===== src/rtl/if_id_queue_pkg.sv =====
// Shared defaults for the fetch/decode queue: widths, depth, bubble instruction
// and the active levels of the redirect (jump) and stall (stop) controls.
package if_id_queue_pkg;

  localparam int          DEF_ADDR_W   = 32;
  localparam int          DEF_INST_W   = 32;
  localparam int          DEF_DEPTH    = 4;
  localparam logic [31:0] DEF_NOP_INST = 32'h0000_0013;

  // Level of flush that means "jump/redirect", and level of id_ready that means "stall".
  localparam logic JUMP_LVL = 1'b1;
  localparam logic STOP_LVL = 1'b0;

endpackage


===== src/rtl/if_id_queue.sv =====
// Circular FIFO between fetch and decode. The head is presented combinationally
// from registered state; pushed entries become visible one edge later.
module if_id_queue
  import if_id_queue_pkg::*;
#(
  parameter int                ADDR_W   = DEF_ADDR_W,
  parameter int                INST_W   = DEF_INST_W,
  parameter int                DEPTH    = DEF_DEPTH,
  parameter logic [INST_W-1:0] NOP_INST = INST_W'(DEF_NOP_INST)
) (
  input  logic                         clk,
  input  logic                         rst,
  input  logic                         flush,
  input  logic                         if_valid,
  input  logic [ADDR_W-1:0]            if_pc,
  input  logic [INST_W-1:0]            if_inst,
  output logic                         if_ready,
  input  logic                         id_ready,
  output logic                         id_valid,
  output logic [ADDR_W-1:0]            id_pc,
  output logic [INST_W-1:0]            id_inst,
  output logic [$clog2(DEPTH+1)-1:0]   count
);

  localparam int PTR_W = $clog2(DEPTH);
  localparam int CNT_W = $clog2(DEPTH+1);

  logic [ADDR_W-1:0] r_pc_mem   [DEPTH];
  logic [INST_W-1:0] r_inst_mem [DEPTH];
  logic [PTR_W-1:0]  r_rd_ptr;
  logic [PTR_W-1:0]  r_wr_ptr;
  logic [CNT_W-1:0]  r_count;

  logic w_jump;
  logic w_consume;
  logic w_full;
  logic w_empty;
  logic w_push;
  logic w_pop;

  assign w_jump    = (flush == JUMP_LVL);
  assign w_consume = (id_ready != STOP_LVL);
  assign w_full    = (r_count == CNT_W'(DEPTH));
  assign w_empty   = (r_count == '0);

  // if_ready depends only on r_count, so a full queue refuses even while popping.
  assign w_push = if_valid & ~w_full;
  assign w_pop  = ~w_empty & w_consume;

  assign if_ready = ~w_full;
  assign id_valid = ~w_empty;
  assign id_pc    = w_empty ? '0       : r_pc_mem[r_rd_ptr];
  assign id_inst  = w_empty ? NOP_INST : r_inst_mem[r_rd_ptr];
  assign count    = r_count;

  function automatic logic [PTR_W-1:0] ptr_inc(input logic [PTR_W-1:0] p);
    return (p == PTR_W'(DEPTH-1)) ? '0 : p + 1'b1;
  endfunction

  always_ff @(posedge clk) begin
    if (rst || w_jump) begin
      r_rd_ptr <= '0;
      r_wr_ptr <= '0;
      r_count  <= '0;
    end else begin
      if (w_push) r_wr_ptr <= ptr_inc(r_wr_ptr);
      if (w_pop)  r_rd_ptr <= ptr_inc(r_rd_ptr);
      case ({w_push, w_pop})
        2'b10:   r_count <= r_count + 1'b1;
        2'b01:   r_count <= r_count - 1'b1;
        default: r_count <= r_count;
      endcase
    end
  end

  // Storage is never reset; stale slots are hidden by the empty/valid masking above.
  always_ff @(posedge clk) begin
    if (!rst && !w_jump && w_push) begin
      r_pc_mem[r_wr_ptr]   <= if_pc;
      r_inst_mem[r_wr_ptr] <= if_inst;
    end
  end

endmodule


===== config.mk =====
export PLATFORM = sky130hd
export DESIGN_NAME = if_id_queue
export DESIGN_NICKNAME = d
export VERILOG_FILES = /design/src/rtl/if_id_queue_pkg.sv /design/src/rtl/if_id_queue.sv
export SDC_FILE = /design/constraint.sdc
export NUM_CORES = 1
export LEC_CHECK = 0
export ABC_AREA = 1
export CAP_MARGIN = 25
export CORE_ASPECT_RATIO = 0.5
export CORE_MARGIN = 5
export CORE_UTILIZATION = 49
export DETAILED_ROUTE_END_ITERATION = 10
export GPL_TIMING_DRIVEN = 0
export PLACE_DENSITY_LB_ADDON = 0.12
export SLEW_MARGIN = 15
export SYNTH_ARGS = -nofsm -noshare
export SYNTH_HDL_FRONTEND = slang
export SYNTH_SLANG_ARGS = --single-unit

===== constraint.sdc =====
create_clock -name clk -period 11.2 [get_ports clk]
set_clock_uncertainty 0.2 [all_clocks]
set_input_delay 2.24 -clock clk [delete_from_list [all_inputs] [get_ports clk]]
set_output_delay 2.24 -clock clk [all_outputs]
set_load 0.005 [all_outputs]

==> out/summary.md <==
For the final number of hold-violating endpoints, the log shows 0. The routed design has 24200 um of wire. The logs give 561 for the number of DRC markers in iteration 0 and 49.3% for the initial cell density of the core. After detailed routing, the met3 layer carries 1520 um of wire. The number of rows in the core area is 38. Across every metal layer, demand over resource in global routing totals 19.3%.

Number of primary I/O pins: 138. Final setup violation count: 0. Measured along the y axis, the die boundary spans 114 um. For the cell leakage power, the log shows 4.86 nW. The run finished with clean final reports.

At the worst endpoint, the required time is 8.76 ns. Counting every net in the synthesized netlist gives 960. For this run, the number of standard cells in the final layout without fillers is 1374. The tools report the number of buffers added by the clock tree synthesis step as 24.

Compared with the post-synthesis result, the final layout area differs by 26.2%. The number of post-CTS setup repair buffers came out at 0. Hold repair after CTS inserted 0 buffers. The run gives 24800 um2 as the floorplan die area. The tools report the nature of the critical path startpoint as a flop. Setup repair after global routing left no endpoint under its margin.

Power spread over the standard cell area amounts to 155 nW/um2. Counting every instance in the synthesized netlist gives 884. The run gives 0.351 ns as the hold slack. By area, the combinational part of the netlist is dominated by simple AND/OR/NAND/NOR gates. Routability-driven placement finished with a final weighted congestion of 0.748. Sequential cells were found to cover 74.4% of the synthesized design area. Once the clock tree was built, the resizer swapped 0 gates to a different size. The worst supply voltage drop on vdd came out at 0.0931 mV.

The first global-routing pass estimated 37300 um of wire. The tools report the total number of yosys warnings as 0. TritonCTS built the clock tree.

Most frequent cell after synthesis: nand2_1. The maximum number of buffers from clock root to sink is 3. The tools report the root buffer cell as clkbuf_16. For the clock insertion delay at the later pin of the skew report, the log shows 0.51 ns.

The critical path is of the flop to output pin type. For the CTS H-tree depth, the log shows 1. In this run, synthesis produced a sequential element count of 265.

The worst hold path belongs to the class flop to flop. The number of library cell types mapped by synthesis is 22, and the part of the power in the clock network is 38.4%. For the post-placement cell count, the log shows 1331. Sorting the synthesized cells by area gives the leading types as edfxtp_1, nand2_1, nor2_1. The sort of element at the end of the critical path is an output pin. In this run the power spent charging and discharging nets is 0.441 mW. The portion of synthesized area spent on multiplexers is 0%. Sequential cells account for 53.1% of the total power. For the remaining antenna violation count, the log shows 0. Internal power comes to 1.63 mW.

The repair_antennas step left the layout with diodes totalling 0. The top layer reached by signal wires is met4. The commonest cells after synthesis are nand2_1, edfxtp_1, nor2_1. The core region is 21400 um2. The filler cells instantiated in the layout total 1685. Combinational power share: 8.5%. The switching share of power is 21.3%, and the synthesized area per cell is 12.0 um2. Summing the areas of all fa, ha and maj instances in the mapped netlist gives 0.899% of the synthesized area. The netlist area before placement is 10600 um2. The share of the synthesized area in the top cell type works out to 72.7%. In the routed layout, each cell is associated on average with a via count of 5.02. For this run, the post-layout net count is 1133. Of all nets on the critical path, the largest fanout is 10.

After Yosys synthesis, XOR and XNOR cells account for 0% of the synthesized area. The run gives 2.57 ns as the arrival time at the worst endpoint. Of all flip-flops after synthesis, the portion carrying an async set or reset was 0%. Max-cap violations in this run came to 0.

The count of pins over their slew limit came out at 0. Summed over all nets, wire length on met2 after detailed routing comes to 12000 um. The biggest area contributor in the post-synthesis netlist is edfxtp_1. Cell depth of the worst min-delay path: 2. In this run the tool buffered the top-level ports with 137 buffer cells. From left edge to right edge, the die measures 218 um. The fraction of the mapped netlist area in simple logic gates is 14.9%, and the number of cells on the worst reg-to-reg path is 7. In this run, synthesis inferred 256 flip-flops with an integrated enable.

The clock slew seen by the registers of the worst setup and hold paths was 0.06 ns; the per-cell routed wire length was 17.6 um. The run gives 0 as the number of antenna violations at the first check in global routing. The flip-flop cell with the highest count after synthesis was edfxtp_1.

For the finished layout, the period the worst path requires is 5.01 ns. The sum of negative setup slack was 0 ns; the final period utilization was 44.8%. Measured on the finished design, the core utilization comes to 62.3%. Detailed routing inserted a total of 6897 vias. At the pin with the least slew margin, the transition time is 0.755 ns. For this design, the sink count on the clock tree is 265.

The routed length on met1 was 10400 um. The via count of the first global-routing pass was 6995; the share of layout cells above drive strength 1 was 8.66%. The overflow left after global routing was 0; the number of iterations in the first detailed-routing pass was 5. Detailed placement finished with a half-perimeter wire length of 15400 um.

The remaining routing DRC violations was 0; the maximum clock frequency was 199 MHz. The synthesized netlist devotes 6.36% of its cell area to compound gates. The tools report the pin count of the biggest net entering global routing as 25.

Headroom to the max-slew limit came out at 49.6%.
[final cells by class]
| cell class | instances | area, um2 | area share [%] |
|---|---|---|---|
| buffer | 48 | 304 | 2.28 |
| clock buffer | 27 | 633 | 4.74 |
| clock inverter | 16 | 129 | 0.965 |
| inverter | 18 | 67.6 | 0.506 |
| multi-input combinational | 553 | 2370 | 17.8 |
| sequential | 265 | 7870 | 58.9 |
| tap | 300 | 375 | 2.81 |
| timing repair buffer | 147 | 1600 | 12.0 |
[final timing paths]
path	slack [ns]	end	start
worst min register to register	0.35	r_rd_ptr[1]	r_rd_ptr[1]
worst min-delay path	0.35	r_rd_ptr[1]	r_rd_ptr[1]
worst max-delay path	6.19	id_inst[5]	flop
worst max register to register	8.62	r_inst_mem[0][2]	count[1]
[metrics by stage]
stage / worst slack, ns / area (um2) / total power [mW]
after detailed placement: 5.95 / 12600 / 1.30
final: 6.19 / 13300 / 2.08
after floorplan: 5.10 / 10600 / 1.19
after global placement: 2.25 / 12300 / 1.30
after CTS: 6.18 / 13300 / 2.09
after global routing: 5.98 / 13300 / 2.15
[cell families (layout without fill, tap and decap cells)]
kind of cell | Yosys count | in the layout
buffers and inverters | 66 | 256
and+or+nand+nor | 413 | 413
adders and majority gates | 7 | 7
AOI/OAI and AO/OA | 133 | 133
DFF | 265 | 265
[per-layer routing]
layer	vias to the layer above	track usage [%]
met3	23	3.34
met1	3302	26.3
met4	0	3.51
met5	-	0
li1	3374	-
met2	198	33.4
[sequential cells by signal (all words and copies together) (netlist names), named ones only]
name        count
r_wr_ptr        2
r_inst_mem    128
r_pc_mem      128
count           3
r_rd_ptr        2
[worst max-delay path, cell delays in order, from the launching register on]
cell and delay [ns]:
dfxtp_1 0.30, inv_1 0.05, buf_2 0.24, buf_1 0.46, nand2_1 0.11, a21oi_1 0.33, clkdlybuf4s50_1 0.58
[cell usage in the layout (no fill, tap or decap), drive strengths merged]
cell type,n
o211ai,3
fa,1
dfxtp,9
nand3b,1
o21ai,66
nor2,144
ha,6
or2,3
a21oi,64
nand3,5
clkinvlp,2
bufinv,2
clkbuf,36
clkdlybuf4s50,137
clkinv,12
nand4,1
inv,18
nand2,259
buf,49
edfxtp,256
[power by group through the flow]
stage               Sequential [mW]  Combinational, mW  Clock (mW)
finish                         1.10              0.177       0.797
floorplan                      1.12             0.0687           0
global route                   1.10              0.194       0.858
detailed placement             1.12              0.178           0
CTS                            1.10              0.179       0.813
global placement               1.13              0.171           0
Power figures use the tool's default switching activity.
